**src/rtl/key_event_decoder_if.sv**
```systemverilog
// Keycode/freeze inputs and game-command outputs of the key event decoder.
// The decoder takes the slave view and the host/top level takes the master view.
interface key_event_decoder_if #(
    parameter int NUM_FROGS = 3,
    parameter int KEY_SLOTS = 2
);
    logic [8*KEY_SLOTS-1:0] keycode;
    logic                   freeze;
    logic [3:0]             dir_event;
    logic [3:0]             dir_held;
    logic [3:0]             last_dir;
    logic [NUM_FROGS-1:0]   active_frog;

    modport master (
        output keycode, freeze,
        input  dir_event, dir_held, last_dir, active_frog
    );

    modport slave (
        input  keycode, freeze,
        output dir_event, dir_held, last_dir, active_frog
    );
endinterface

```
**src/rtl/key_event_decoder.sv**
```systemverilog
// Turns multi-slot USB keycodes into frog direction events with auto-repeat and frog selection.
// Events are held until a frame tick after they are set, so the frame_clk domain samples each one once.
module key_event_decoder #(
    parameter int         NUM_FROGS     = 3,
    parameter logic [7:0] FROG_KEY_BASE = 8'h59,
    parameter int         KEY_SLOTS     = 2,
    parameter int         REPEAT_DELAY  = 30,
    parameter int         REPEAT_RATE   = 8
) (
    input  logic               Clk,
    input  logic               Reset,
    input  logic               frame_clk,
    key_event_decoder_if.slave kif
);
    localparam logic [7:0]           DELAY_LD = 8'(REPEAT_DELAY);
    localparam logic [7:0]           RATE_LD  = 8'(REPEAT_RATE);
    localparam logic [NUM_FROGS-1:0] FROG_ONE = NUM_FROGS'(1'b1);

    typedef enum logic [1:0] {
        S_IDLE   = 2'd0,
        S_DELAY  = 2'd1,
        S_REPEAT = 2'd2
    } state_t;

    logic [7:0] slot_code_s [KEY_SLOTS];
    logic [3:0] slot_dir_s  [KEY_SLOTS];
    logic [7:0] slot_idx_s  [KEY_SLOTS];
    logic       slot_frog_s [KEY_SLOTS];

    logic [3:0] cur_dir_s;
    logic       frog_hit_s;
    logic [7:0] frog_idx_s;
    logic       tick_s;
    logic       fire_s;
    logic [3:0] fire_dir_s;
    logic [7:0] cnt_dec_s;

    state_t               state_q, state_d;
    logic [7:0]           cnt_q, cnt_d;
    logic [3:0]           trk_q, trk_d;
    logic [2:0]           fs_q, fs_d;
    logic [3:0]           dir_event_q, dir_event_d;
    logic [3:0]           dir_held_q, dir_held_d;
    logic [3:0]           last_dir_q, last_dir_d;
    logic [NUM_FROGS-1:0] active_frog_q, active_frog_d;

    for (genvar s = 0; s < KEY_SLOTS; s++) begin : g_slot
        assign slot_code_s[s] = kif.keycode[8*s +: 8];
        assign slot_dir_s[s]  = (slot_code_s[s] == 8'h52) ? 4'b0001 :
                                (slot_code_s[s] == 8'h51) ? 4'b0010 :
                                (slot_code_s[s] == 8'h50) ? 4'b0100 :
                                (slot_code_s[s] == 8'h4f) ? 4'b1000 : 4'b0000;
        assign slot_idx_s[s]  = slot_code_s[s] - FROG_KEY_BASE;
        assign slot_frog_s[s] = (slot_code_s[s] >= FROG_KEY_BASE) &&
                                (slot_idx_s[s] < 8'(NUM_FROGS));
    end

    // Priority scan: walking from the top slot down lets the lowest slot overwrite.
    always_comb begin
        cur_dir_s  = 4'b0000;
        frog_hit_s = 1'b0;
        frog_idx_s = 8'd0;
        for (int s = KEY_SLOTS - 1; s >= 0; s--) begin
            cur_dir_s  = (slot_dir_s[s] != 4'b0000) ? slot_dir_s[s] : cur_dir_s;
            frog_idx_s = slot_frog_s[s] ? slot_idx_s[s] : frog_idx_s;
            frog_hit_s = frog_hit_s | slot_frog_s[s];
        end
    end

    // Next-state logic for the repeat FSM, the event hold window and the sticky outputs.
    always_comb begin
        fs_d       = {fs_q[1:0], frame_clk};
        tick_s     = fs_q[1] & ~fs_q[2];
        state_d    = state_q;
        cnt_d      = cnt_q;
        trk_d      = trk_q;
        fire_s     = 1'b0;
        fire_dir_s = trk_q;
        cnt_dec_s  = (cnt_q != 8'd0) ? (cnt_q - 8'd1) : 8'd0;

        case (state_q)
            S_IDLE: begin
                if ((cur_dir_s != 4'b0000) && !kif.freeze) begin
                    fire_s     = 1'b1;
                    fire_dir_s = cur_dir_s;
                    trk_d      = cur_dir_s;
                    cnt_d      = DELAY_LD;
                    state_d    = S_DELAY;
                end else begin
                    state_d = S_IDLE;
                end
            end
            S_DELAY, S_REPEAT: begin
                if (kif.freeze || (cur_dir_s == 4'b0000)) begin
                    state_d = S_IDLE;
                    cnt_d   = 8'd0;
                end else if (cur_dir_s != trk_q) begin
                    fire_s     = 1'b1;
                    fire_dir_s = cur_dir_s;
                    trk_d      = cur_dir_s;
                    cnt_d      = DELAY_LD;
                    state_d    = S_DELAY;
                end else if (tick_s) begin
                    // A zero rate parks the counter at 0 in DELAY with no further events.
                    if ((cnt_dec_s == 8'd0) && (RATE_LD != 8'd0)) begin
                        fire_s  = 1'b1;
                        cnt_d   = RATE_LD;
                        state_d = S_REPEAT;
                    end else begin
                        cnt_d = cnt_dec_s;
                    end
                end else begin
                    state_d = state_q;
                end
            end
            default: begin
                state_d = S_IDLE;
                cnt_d   = 8'd0;
            end
        endcase

        dir_event_d   = fire_s ? fire_dir_s : (tick_s ? 4'b0000 : dir_event_q);
        last_dir_d    = fire_s ? fire_dir_s : last_dir_q;
        dir_held_d    = kif.freeze ? 4'b0000 : cur_dir_s;
        active_frog_d = frog_hit_s ? (FROG_ONE << frog_idx_s) : active_frog_q;
    end

    // State and output registers with asynchronous clear.
    always_ff @(posedge Clk or posedge Reset) begin
        if (Reset) begin
            state_q       <= S_IDLE;
            cnt_q         <= 8'd0;
            trk_q         <= 4'b0000;
            fs_q          <= 3'b000;
            dir_event_q   <= 4'b0000;
            dir_held_q    <= 4'b0000;
            last_dir_q    <= 4'b0000;
            active_frog_q <= '0;
        end else begin
            state_q       <= state_d;
            cnt_q         <= cnt_d;
            trk_q         <= trk_d;
            fs_q          <= fs_d;
            dir_event_q   <= dir_event_d;
            dir_held_q    <= dir_held_d;
            last_dir_q    <= last_dir_d;
            active_frog_q <= active_frog_d;
        end
    end

    assign kif.dir_event   = dir_event_q;
    assign kif.dir_held    = dir_held_q;
    assign kif.last_dir    = last_dir_q;
    assign kif.active_frog = active_frog_q;
endmodule

```
**src/flat_wrapper.sv**
```systemverilog
// flat-port wrapper written by rule: the top's interface ports become plain ports
module key_event_decoder_flat 
#(
    parameter int         NUM_FROGS     = 3,
    parameter logic [7:0] FROG_KEY_BASE = 8'h59,
    parameter int         KEY_SLOTS     = 2,
    parameter int         REPEAT_DELAY  = 30,
    parameter int         REPEAT_RATE   = 8
)
  (Clk, Reset, frame_clk, kif_keycode, kif_freeze, kif_dir_event, kif_dir_held, kif_last_dir, kif_active_frog);
  key_event_decoder_if #(.NUM_FROGS(NUM_FROGS), .KEY_SLOTS(KEY_SLOTS)) kif_i ();
  input  logic Clk;
  input  logic Reset;
  input  logic frame_clk;
  input wire logic [$bits(kif_i.keycode)-1:0] kif_keycode;
  input wire logic [$bits(kif_i.freeze)-1:0] kif_freeze;
  output wire logic [$bits(kif_i.dir_event)-1:0] kif_dir_event;
  output wire logic [$bits(kif_i.dir_held)-1:0] kif_dir_held;
  output wire logic [$bits(kif_i.last_dir)-1:0] kif_last_dir;
  output wire logic [$bits(kif_i.active_frog)-1:0] kif_active_frog;
  assign kif_i.keycode = kif_keycode;
  assign kif_i.freeze = kif_freeze;
  assign kif_dir_event = kif_i.dir_event;
  assign kif_dir_held = kif_i.dir_held;
  assign kif_last_dir = kif_i.last_dir;
  assign kif_active_frog = kif_i.active_frog;
  key_event_decoder #(.NUM_FROGS(NUM_FROGS), .FROG_KEY_BASE(FROG_KEY_BASE), .KEY_SLOTS(KEY_SLOTS), .REPEAT_DELAY(REPEAT_DELAY), .REPEAT_RATE(REPEAT_RATE)) u_core (.Clk(Clk), .Reset(Reset), .frame_clk(frame_clk), .kif(kif_i));
endmodule
```
**config.mk**
```make
export PLATFORM = sky130hd
export DESIGN_NAME = key_event_decoder_flat
export DESIGN_NICKNAME = d
export VERILOG_FILES = /design/src/rtl/key_event_decoder_if.sv /design/src/rtl/key_event_decoder.sv /design/src/flat_wrapper.sv
export SDC_FILE = /design/constraint.sdc
export NUM_CORES = 1
export LEC_CHECK = 0
export BUFFER_PORTS_ARGS = -buffer_cell sky130_fd_sc_hd__buf_2
export CAP_MARGIN = 20
export CORE_MARGIN = 5
export CORE_UTILIZATION = 51
export CTS_CLUSTER_DIAMETER = 30
export DETAILED_ROUTE_END_ITERATION = 10
export GPL_ROUTABILITY_DRIVEN = 0
export GPL_TIMING_DRIVEN = 0
export MAX_ROUTING_LAYER = met4
export PLACE_DENSITY = 0.76
export SETUP_SLACK_MARGIN = 0.4
export SLEW_MARGIN = 25
export SYNTH_ARGS = -nofsm -noshare
export SYNTH_HDL_FRONTEND = slang
export SYNTH_SLANG_ARGS = --single-unit
```
**constraint.sdc**
```tcl
create_clock -name Clk -period 2.46 [get_ports Clk]
set_input_delay 0.369 -clock Clk [delete_from_list [all_inputs] [get_ports Clk]]
set_output_delay 0.369 -clock Clk [all_outputs]
set_load 0.005 [all_outputs]
```
# Word-level counts from Yosys, hierarchy flattened
# Index checks and enable logic that the tools add are counted.
totals:
  ff_bits: 32
  elab_cells: 87
  input_bits: 20
  out_inout_bits: 15
classes:
  addsub: 3
  n_bitwise: 3
  shifts: 1
  muxes: 38
  magnitude_cmp: 4
  n_eq_ne: 14
  n_reduce_logical: 16
op_table:
  columns: ["cell", "count"]
  rows:
  - ["$eq A8 B7 Y1 const B", 8]
  - ["$mux W4", 16]
  - ["$mux W8", 8]
  - ["$ge A8 B7 Y1 const B", 2]
  - ["$lt A8 B2 Y1 const B", 2]
  - ["$pmux W8 S2", 1]
  - ["$sub A8 B7 Y8 const B", 2]
  - ["$reduce_bool A4 Y1", 3]
  - ["$logic_not A8 Y1", 1]
  - ["$mux W2", 4]
  - ["$ne A4 B1 Y1 const B", 2]
  - ["$pmux W4 S2", 1]
  - ["$reduce_bool A8 Y1", 1]
  - ["$shl A1 B8 Y3 const A", 1]
  - ["$sub A8 B1 Y8 const B", 1]
  - ["$mux W1", 6]
  - ["$logic_not A4 Y1", 1]
  - ["$ne A4 B4 Y1", 1]
  - ["$pmux W2 S2", 1]
  - ["$reduce_and A2 Y1", 2]
  - ["$logic_and A1 B1 Y1", 3]
  - ["$eq A2 B1 Y1 const B", 1]
  - ["$eq A2 B2 Y1 const B", 1]
  - ["$logic_not A2 Y1", 1]
  - ["other kinds (9)", 9]

# Longest topological paths before layout
# Gate-level depths: netlist of run 1.
depth:
  word_depth: 13
  mapped_depth: 11

# Worst setup path before layout of run 1
# OpenSTA, ideal clock, no wires.
synth_timing:
  path_type: "input-to-reg"
  from: "in kif_keycode[0]"
  to: "reg u_core.cnt_q[5]"
  path_buffers: 1
  setup_ps: 95
  t_arrival_ps: 2703
  setup_slack_ps: -339
  required_time_ps: 2365
  stages: 10
  path_cell_list: "inv_1 > ha_1 > o311ai_0 > a41o_1 > xor2_1 > nor4_2 > buf_4 > nand3_2 > or3_4 > o31ai_1"
synth_between:
  elab_chain_len: 11
synth_rtl:
  columns: ["item", "line", "source"]
  rows:
  - ["from (decl)", "flat_wrapper.sv:15", "input wire logic [$bits(kif_i.keycode)-1:0] kif_keycode;"]
  - ["$eq A8 B7 Y1", "key_event_decoder.sv:52", "(slot_code_s[s] == 8'h4f) ? 4'b1000 : 4'b0000;"]
  - ["$mux W4", "key_event_decoder.sv:52", null]
  - ["$mux W4", "key_event_decoder.sv:51", "(slot_code_s[s] == 8'h50) ? 4'b0100 :"]
  - ["$mux W4", "key_event_decoder.sv:50", "(slot_code_s[s] == 8'h51) ? 4'b0010 :"]
  - ["$mux W4 *", "key_event_decoder.sv:49", "assign slot_dir_s[s] = (slot_code_s[s] == 8'h52) ? 4'b0001 :"]
  - ["$reduce_bool A4 Y1", "key_event_decoder.sv:64", "cur_dir_s = (slot_dir_s[s] != 4'b0000) ? slot_dir_s[s] : cur_dir_s;"]
  - ["$mux W4 *", "key_event_decoder.sv:64", null]
  - ["$ne A4 B4 Y1 (tied with other cells)", "key_event_decoder.sv:97", "end else if (cur_dir_s != trk_q) begin"]
  - ["$mux W8 (tied with other cells)", "key_event_decoder.sv:97", null]
  - ["$mux W8 (tied with other cells)", "key_event_decoder.sv:94", "if (kif.freeze || (cur_dir_s == 4'b0000)) begin"]
  - ["$pmux W8 S2 or $reduce_and A2 Y1 (tied branches)", null, null]
  - ["to (signal assigned)", "key_event_decoder.sv:141", "cnt_q <= cnt_d;"]
  - ["to (decl)", "key_event_decoder.sv:39", "logic [7:0] cnt_q, cnt_d;"]
# Mark *: on every way between the ends. The rest lies on a longest branch, timed or not.
# A chain may end at the register's enable or synchronous reset.

# Worst setup path in the final report of run 1
layout_timing:
  from: "in kif_keycode[15]"
  to: "reg u_core.cnt_q[5]"
layout_between:
  elab_chain_len: 12
layout_rtl:
  columns: ["item", "line"]
  rows:
  - ["$eq A8 B7 Y1", "key_event_decoder.sv:52"]
  - ["$mux W4", "key_event_decoder.sv:52"]
  - ["$mux W4", "key_event_decoder.sv:51"]
  - ["$mux W4", "key_event_decoder.sv:50"]
  - ["$mux W4 *", "key_event_decoder.sv:49"]
  - ["$reduce_bool A4 Y1", "key_event_decoder.sv:64"]
  - ["$mux W4 * (2 in series)", "key_event_decoder.sv:64"]
  - ["$ne A4 B4 Y1 (tied with other cells)", "key_event_decoder.sv:97"]
  - ["$mux W8 (tied with other cells)", "key_event_decoder.sv:97"]
  - ["$mux W8 (tied with other cells)", "key_event_decoder.sv:94"]
  - ["$pmux W8 S2 or $reduce_and A2 Y1 (tied branches)", null]
# Marked as above.

==> results of run 1 <==
-- logic make-up after synthesis --
group	share of synthesized area
AO/OA/AOI/OAI	0.200
multiplexers	0.0313
XOR/XNOR	0.0253
buffers and inverters	0.0367
AND/OR/NAND/NOR	0.244
flip-flops	0.385
adder cells (fa/ha/maj)	0.0782
-- cells in the mapped netlist (3+ instances only) --
master,count,area share
dfrtp_1,32,0.38
o21ai_0,17,0.041
nand2_1,16,0.029
inv_1,15,0.027
ha_1,13,0.078
nor2_1,11,0.020
nor3_1,9,0.022
a21oi_1,8,0.019
a21o_1,6,0.022
and2_1,6,0.018
nand2b_1,5,0.015
o31ai_1,5,0.018
and3_1,4,0.012
mux2_2,4,0.022
nor2b_1,4,0.012
xor2_1,4,0.017
a2bb2oi_1,3,0.013
nand4b_1,3,0.013
nor3b_1,3,0.011
-- routing by layer --
metal  routed length (µm)  vias to the layer above  global-route usage  share of wire
li1                     -                      900                   -              -
met1                 2250                      890               0.255           0.42
met2                 2630                       72               0.358           0.49
met3                  301                       17              0.0369          0.057
met4                  141                        0              0.0845          0.026
met5                    0                        -                   -              0
-- cells in the final DEF, fill, tap and decap left out, types with 3 or more instances in the layout --
cell | Yosys | routed
a21o_1 | 6 | 6
a21oi_1 | 8 | 4
a21oi_2 | 0 | 4
a2bb2oi_2 | 0 | 3
and2_1 | 6 | 4
and3_1 | 4 | 4
buf_2 | 1 | 31
buf_4 | 1 | 15
buf_6 | 0 | 8
clkbuf_8 | 0 | 5
dfrtp_1 | 32 | 31
ha_1 | 13 | 8
ha_2 | 0 | 3
inv_1 | 15 | 13
nand2_1 | 16 | 16
nand2b_1 | 5 | 5
nand4b_1 | 3 | 3
nor2_1 | 11 | 9
nor2b_1 | 4 | 4
nor3_1 | 9 | 6
o21ai_0 | 17 | 8
o21ai_1 | 1 | 6
o21ai_2 | 0 | 4
xor2_1 | 4 | 3
-- worst register-to-register path, cell delays in order, from the launching register on --
cell,delay [ns]
dfrtp_2,0.45
nor4_1,0.44
nand4b_1,0.22
a21oi_2,0.21
o21ai_2,0.12
a311o_1,0.39
buf_6,0.15
and2_4,0.17
a22o_1,0.20
-- registers in the layout, summed over array words and instances (netlist names) --
signal and flops:
u_core.fs_q 3, u_core.cnt_q 8, u_core.kif.dir_held 4, u_core.kif.dir_event 4, u_core.trk_q 4, u_core.kif.last_dir 4
u_core.state_q 2, u_core.kif.active_frog 3
-- what timing repair did --
action                                  in CTS  in global routing
gates resized for setup                     39                 20
buffers inserted                            16                  2
pin swaps                                   11                  6
endpoints found under the setup margin      21                 25
gates cloned                                 0                  0
-- layout make-up --
cell class                      count  area, µm²  area share
Tap cell                           50       62.6      0.0218
Clock inverter                      2       35.0      0.0122
Timing Repair Buffer               52        352       0.123
Clock buffer                        6       72.6      0.0253
Sequential cell                    32        802       0.280
Inverter                           15       56.3      0.0196
Multi-Input combinational cell    164       1460       0.508
Buffer                              4       30.0      0.0105
-- power by group --
group | internal, W | total (W) | switching [W]
logic | 0.000257 | 0.000561 | 0.000303
registers | 0.000601 | 0.000684 | 0.0000823
clock network | 0.000300 | 0.000494 | 0.000194
-- how the worst min path moves through the flow --
stage / depth (start not counted) / start / to / slack, ns
final: 2 / Reset / u_core.kif.dir_event[3]$_DFFE_PP0P_ / 0.16
after global routing: 1 / frame_clk / u_core.fs_q[0]$_DFF_PP0_ / 0.20
after CTS: 2 / Reset / u_core.kif.dir_event[3]$_DFFE_PP0P_ / 0.19
after detailed placement: 0 / u_core.fs_q[0]$_DFF_PP0_ / u_core.fs_q[1]$_DFF_PP0_ / 0.34
after global placement: 0 / u_core.fs_q[0]$_DFF_PP0_ / u_core.fs_q[1]$_DFF_PP0_ / 0.33
after floorplan: 0 / u_core.fs_q[0]$_DFF_PP0_ / u_core.fs_q[1]$_DFF_PP0_ / 0.33
-- through the flow --
step	cell area [µm²]	hold slack, ns	setup TNS, ns
6_report	2870	0.164	-0.256
5_1_grt	2870	0.198	-1.18
4_1_cts	2760	0.186	-0.0240
3_5_place_dp	2380	0.341	-6.65
3_3_place_gp	2380	0.334	-6.12
2_1_floorplan	2150	0.331	-0.466
==> results.yml, run 1 <==
run_status:
  status: "finished, violations left"
  violations: "negative setup slack"
clock_tree:
  clkLatencyLatePin_ns: 0.28
  clock_path_buffers: 2
  tritoncts: "done"
  cts_made_buffers: 5
  cts.clk_slew.worst_paths_ns: 0.07
  h-tree-depth: 2
  clock_sinks: 32
  root_buffer: "clkbuf_8"
  holdBufCountCts: 0
flow_run:
  timing.max_cap.violations: 0
global_route:
  grt_pass1_wl_um: 8870
  grt_max_degree: 33
  overflow: 0
  grt_pass1_vias: 1963
  grt_antenna_before_repair: 0
  track_usage: 0.214
timing:
  drv_slew: 0
  period_minus_slack_ns: 2.53
  fin_crit_sh: 1.03
  fmax_ghz: 0.396
  max_slew_margin: 0.571
  setup_ws_ns: -0.0675
  final_hold_viol_count: 0
  clock_skew_ns: 0.00788
  rsz0062_at_grt: "true"
  worst_pin_slew_ns: 0.643
  setup_viol: 7
place:
  pre_cts_slack_ns: -0.552
  dp.cells: 299
  port-buffer-count: 34
  place_hpwl_um: 3320
final_layout:
  n_antenna_cell: 0
  syn2layout_area_growth_pct: 37.8
  final_core_util: 0.722
  nets: 307
  layout-drive-gt1-share: 0.425
  finalNonFillerCells: 325
  fill_cells: 288
worst_hold_path:
  hp-class: "primary input to asynchronous set/reset pin"
yosys:
  postSynthCellCount: 215
  syn_area_um2: 2080
  ys_types: 57
  synth-edff-count: 0
  synth_warnings: 0
  synth_seq_cells: 32
  yosysSeqAreaShare: 0.385
  synth_area_per_cell_um2: 9.68
  yosys_most_used_dff: "dfrtp_1"
  async_reset_ff_frac: 1.00
  syn_nets: 248
critical_path:
  startpoint: "kif_keycode[15]"
  crit_fanout: 4
  critPathCaptureType: "register"
  slowest_stage: "or3b_4"
  reg2reg_slack_ns: -0.01
  cp.arrival_ns: 2.72
  start_kind: "primary input"
  crit_chain: "buf_6, or3b_4, or3_1, a41o_1, xor2_1, nor4_2, buf_4, nand3_4, or3_4, o31ai_4"
  cp-endpoint: "u_core.cnt_q[5]$_DFFE_PP0P_"
  regToRegEndpoint: "u_core.kif.dir_event[3]$_DFFE_PP0P_"
  crit_family: "simple AND/OR/NAND/NOR gates"
  required_ns: 2.65
  max_stage_delay_ns: 0.41
  reg2regPathDepth: 8
  crit_buf_inv: 2
  crit_type: "primary input to register"
  timing.rr.start: "u_core.cnt_q[3]$_DFFE_PP0P_"
  cp.depth: 10
die:
  initial_core_util: 0.524
  fp.dieW_um: 73.9
  placementRows: 23
  io_pins: 35
  dieArea_um2: 5460
  dieHeight_um: 73.9
  core_um2: 3970
drt:
  drtPass1Iterations: 4
  drc: 0
  drt_iter0_drc: 57
  vias_per_cell: 5.78
  ant_nets: 0
  wl_um: 5320
  wl_per_cell_um: 16.4
  vias: 1879
power:
  power_leakage_nw: 1.40
  powerDensity_nw_per_um2: 606
  power.total_w: 0.00174
  irDropWorstVdd_mv: 0.518
Power figures use the tool's default switching activity.
==> run 2, diff against run 1 <==
- CORE_UTILIZATION: 51 -> 53
- CTS_BUF_LIST: not set -> sky130_fd_sc_hd__clkbuf_8
- PLACE_DENSITY: 0.76 -> 0.79
==> run 2 against run 1 <==
Against the previous run:
- the flow still finishes with violations (negative setup slack)
- count of clock-buffer cells in the layout down 1
- via count down 2.0%
- total power down 3.0%
- routed wire length down 7.1%
- cell area shrank 3.9%
- combinational power down 8.7%
- hold slack better by 0.022 ns
- core utilization rose by 1.4 points
- clock power about the same
- final cell count fell by 1.8%
- critical path depth did not move
- worst setup slack got worse by 0.0047 ns
- critical endpoint is now u_core.cnt_q[2]$_DFFE_PP0P_
- largest power group unchanged
==> results.yml, run 2 (synthesis results as in run 1) <==
drt:
  wl_um: 4940
  vias_per_cell: 5.77
  drtPass1Iterations: 6
  ant_nets: 0
  vias: 1842
  drc: 0
  drt_iter0_drc: 159
  wl_per_cell_um: 15.5
global_route:
  grt_pass1_vias: 1753
  grt_antenna_before_repair: 0
  grt_pass1_wl_um: 7950
  grt_max_degree: 33
  overflow: 0
  track_usage: 0.193
place:
  place_hpwl_um: 3290
  dp.cells: 297
  port-buffer-count: 34
timing:
  drv_slew: 0
  tns_ns: -0.331
  clock_skew_ns: 0.00295
  worst_pin_slew_ns: 0.877
  setup_viol: 10
  max_slew_margin: 0.412
  final_hold_viol_count: 0
  fin_crit_sh: 1.03
  period_minus_slack_ns: 2.53
  rsz0062_at_grt: "true"
  setup_ws_ns: -0.0722
  fmax_ghz: 0.395
  whs_ns: 0.187
final_layout:
  n_antenna_cell: 0
  largest_reg_flops: 8
  final_cell_mix: "buf_2, dfrtp_1, nand2_1, inv_1, buf_4"
  finalNonFillerCells: 319
  layout-drive-gt1-share: 0.387
  syn2layout_area_growth_pct: 32.4
  nets: 303
  top_register: "u_core.cnt_q"
  fill_cells: 275
power:
  power_frac_clock: 0.292
  p_int_w: 0.00114
  p_sw_w: 0.000549
  comb_power_share: 0.304
  power_leakage_nw: 1.36
  powerDensity_nw_per_um2: 612
  switching_share: 0.326
  p_seq_frac: 0.405
  irDropWorstVdd_mv: 0.511
  power.total_w: 0.00169
clock_tree:
  clock_path_buffers: 2
  tritoncts: "done"
  h-tree-depth: 2
  clkLatencyLatePin_ns: 0.28
  cts_made_buffers: 5
  cts.clk_slew.worst_paths_ns: 0.07
  root_buffer: "clkbuf_8"
  clock_sinks: 32
  holdBufCountCts: 0
critical_path:
  slowest_stage: "or3b_4"
  crit_fanout: 7
  start_kind: "primary input"
  crit_type: "primary input to register"
  max_stage_delay_ns: 0.40
  critPathCaptureType: "register"
  crit_chain: "buf_6, or3b_4, or3_4, a41o_4, o41ai_4, buf_4, nor2_4, a31o_4, nand2b_4, o31ai_2"
  required_ns: 2.65
  cp.arrival_ns: 2.72
  reg2regPathDepth: 9
die:
  placementRows: 22
  dieHeight_um: 72.7
  fp.dieW_um: 72.7
  dieArea_um2: 5280
  initial_core_util: 0.556
  io_pins: 35
  core_um2: 3740
worst_hold_path:
  hp-class: "primary input to asynchronous set/reset pin"
flow_run:
  timing.max_cap.violations: 0
run_status:
  violations: "negative setup slack"
  status: "finished, violations left"
[run 2: cell count changes in the layout (fill, tap and decap cells not counted), moves of 2 or more]
cell and change:
o21ai_2 -3, inv_1 +2, a2bb2oi_2 -3, o21ai_1 +5, o31ai_4 -2, ha_4 -2, a21oi_4 +2, o21ai_0 -2
a21oi_2 -2, buf_6 -3, a2bb2oi_1 +3
[run 2: metal layers]
layer	track usage	wire, µm	vias up
met5	-	0	-
met2	0.316	2540	43
li1	-	-	891
met1	0.251	2180	903
met4	0.0430	44	0
met3	0.0331	178	5
[run 2: final timing paths]
| path | slack [ns] | from | end |
|---|---|---|---|
| worst min register to register | 0.35 | u_core.fs_q[0]$_DFF_PP0_ | u_core.fs_q[1]$_DFF_PP0_ |
| worst max-delay path | -0.07 | kif_keycode[15] | u_core.cnt_q[2]$_DFFE_PP0P_ |
| worst max register to register | 0.03 | u_core.cnt_q[2]$_DFFE_PP0P_ | u_core.kif.dir_event[3]$_DFFE_PP0P_ |
| max in group asynchronous | 1.80 | Reset | u_core.cnt_q[0]$_DFFE_PP0P_ |
| worst min-delay path | 0.19 | Reset | u_core.kif.dir_event[3]$_DFFE_PP0P_ |
| min in group Clk | 0.19 | frame_clk | u_core.fs_q[0]$_DFF_PP0_ |
[run 2: cell type report]
type	count	area [µm²]	area share
Inverter	15	56.3	0.0204
Multi-Input combinational cell	164	1400	0.510
Timing Repair Buffer	48	298	0.108
Clock inverter	3	38.8	0.0141
Sequential cell	32	802	0.291
Buffer	4	27.5	0.00999
Tap cell	48	60.1	0.0218
Clock buffer	5	68.8	0.0250
[run 2: worst max-delay path: cells and delay by family]
kind	cells	cell delay (ns)
AOI/OAI and AO/OA	4	1.05
buffers and inverters	2	0.29
and+or+nand+nor	4	1.00
[run 2: timing repair]
action,in CTS,in global routing
buffers inserted,9,5
pin swaps,11,4
endpoints found under the setup margin,22,24
gates resized for setup,21,24
[run 2: per-stage QoR]
step / utilization / instance area, µm² / worst slack, ns
floorplan: - / 2150 / -0.0809
global placement: 0.636 / 2380 / -0.494
detailed placement: 0.636 / 2380 / -0.522
CTS: 0.699 / 2620 / -0.0512
global route: 0.736 / 2760 / -0.131
finish: 0.736 / 2760 / -0.0722
[run 2: power groups by stage]
stage,Clock [W],Combinational (W),Sequential (W)
finish,0.000492,0.000512,0.000682
global route,0.000530,0.000571,0.000690
CTS,0.000503,0.000477,0.000674
detailed placement,0,0.000423,0.000679
global placement,0,0.000412,0.000675
floorplan,0,0.000306,0.000663
==> run 3, diff against run 2 <==
- SETUP_SLACK_MARGIN: 0.4 -> 0.1
==> run 3 against run 2 <==
Against the previous run:
- sequential share of layout area shrank 0.16 points
- the run still ends with negative setup slack left
- total power grew 3.5%
- largest cell class unchanged
- largest power group unchanged
- worst setup slack lost 0.061 ns
- critical path type unchanged
- critical path depth is the same
==> results.yml, run 3 (synthesis results as in run 1) <==
power:
  power_leakage_nw: 1.37
  p_int_w: 0.00117
  power.total_w: 0.00174
  irDropWorstVdd_mv: 0.426
  p_sw_w: 0.000575
  switching_share: 0.329
  comb_power_share: 0.325
  power_frac_clock: 0.283
  p_seq_frac: 0.392
  powerDensity_nw_per_um2: 629
run_status:
  status: "finished, violations left"
  violations: "negative setup slack"
global_route:
  grt_pass1_vias: 1800
  overflow: 0
  track_usage: 0.207
  grt_max_degree: 33
  grt_antenna_before_repair: 0
  grt_pass1_wl_um: 8380
drt:
  drc: 0
  ant_nets: 0
  wl_um: 5090
  wl_per_cell_um: 15.8
  drt_iter0_drc: 157
  vias: 1869
  vias_per_cell: 5.80
  drtPass1Iterations: 4
timing:
  setup_viol: 11
  final_hold_viol_count: 0
  rsz0062_at_grt: "true"
  tns_ns: -0.847
  period_minus_slack_ns: 2.59
  fin_crit_sh: 1.05
  max_slew_margin: 0.524
  clock_skew_ns: 0.00436
  fmax_ghz: 0.386
  drv_slew: 0
  setup_ws_ns: -0.134
  worst_pin_slew_ns: 0.709
  whs_ns: 0.167
final_layout:
  top_register: "u_core.cnt_q"
  n_antenna_cell: 0
  syn2layout_area_growth_pct: 33.4
  nets: 306
  final_common_cell: "buf_2"
  layout-drive-gt1-share: 0.405
  final_cell_mix: "buf_2, dfrtp_1, buf_4, nand2_1, inv_1"
  stdcell_area_um2: 2780
  largest_reg_flops: 8
critical_path:
  cp.arrival_ns: 2.79
  crit_type: "primary input to register"
  reg2regPathDepth: 9
  reg2reg_slack_ns: 0.04
  required_ns: 2.66
  crit_fanout: 4
  critPathCaptureType: "register"
  start_kind: "primary input"
die:
  dieHeight_um: 72.7
  io_pins: 35
  placementRows: 22
  initial_core_util: 0.556
  dieArea_um2: 5280
  fp.dieW_um: 72.7
  core_um2: 3740
worst_hold_path:
  hp-class: "primary input to asynchronous set/reset pin"
clock_tree:
  clock_sinks: 32
  holdBufCountCts: 0
  cts.clk_slew.worst_paths_ns: 0.07
  h-tree-depth: 2
  clkLatencyLatePin_ns: 0.29
  cts_made_buffers: 5
  root_buffer: "clkbuf_8"
  tritoncts: "done"
  clock_path_buffers: 2
place:
  pre_cts_slack_ns: -0.559
  place_hpwl_um: 3340
  port-buffer-count: 34
  place_area_um2: 2370
flow_run:
  timing.max_cap.violations: 0
==> run 3: cell type report <==
class                           count  area [µm²]
Tap cell                           48        60.1
Fill cell                         272         968
Clock buffer                        5        68.8
Buffer                              4        27.5
Sequential cell                    32         803
Inverter                           15        56.3
Multi-Input combinational cell    164        1410
Clock inverter                      3        38.8
Timing Repair Buffer               51         310
==> run 3: metrics by stage <==
| step | util | instances |
|---|---|---|
| 4_1_cts | 0.698 | 315 |
| 3_5_place_dp | 0.634 | 297 |
| 5_1_grt | 0.741 | 322 |
| 2_1_floorplan | - | 215 |
| 6_report | 0.741 | 322 |
| 3_3_place_gp | 0.634 | 297 |
==> run 3: power by group through the flow <==
stage	sequential [W]	clock (W)	combinational, W
after global routing	0.000696	0.000532	0.000617
final	0.000684	0.000494	0.000567
after floorplan	0.000663	0	0.000305
after global placement	0.000676	0	0.000415
after CTS	0.000673	0.000499	0.000490
after detailed placement	0.000676	0	0.000426
==> run 3: timing repair <==
| action | in CTS | in global routing |
|---|---|---|
| setup buffers | 10 | 7 |
| endpoints found under the setup margin | 17 | 23 |
| gates resized for setup | 15 | 28 |
| pin swaps | 7 | 5 |
==> run 3: final timing paths <==
path	start	end
setup / recovery	kif_keycode[15]	u_core.cnt_q[5]$_DFFE_PP0P_
max in group asynchronous	Reset	u_core.cnt_q[0]$_DFFE_PP0P_
hold reg to reg	u_core.fs_q[0]$_DFF_PP0_	u_core.fs_q[1]$_DFF_PP0_
setup reg to reg	u_core.cnt_q[3]$_DFFE_PP0P_	u_core.kif.dir_event[2]$_DFFE_PP0P_
hold / removal	Reset	u_core.kif.dir_event[3]$_DFFE_PP0P_
min in group Clk	frame_clk	u_core.fs_q[0]$_DFF_PP0_
==> run 3: metal layers <==
metal,vias to the layer above,routed length (µm),GRT usage
met4,0,67,0.0492
met1,915,2300,0.279
met5,-,0,-
met2,42,2520,0.317
met3,8,196,0.0496
li1,904,-,-
==> run 3: critical path, cell delays in order <==
cell     delay, ns
buf_6         0.09
or3b_4        0.41
or3_4         0.38
a41o_4        0.30
xor2_1        0.15
nor4_2        0.29
buf_4         0.19
nand3_4       0.06
or3_4         0.38
o31ai_2       0.18
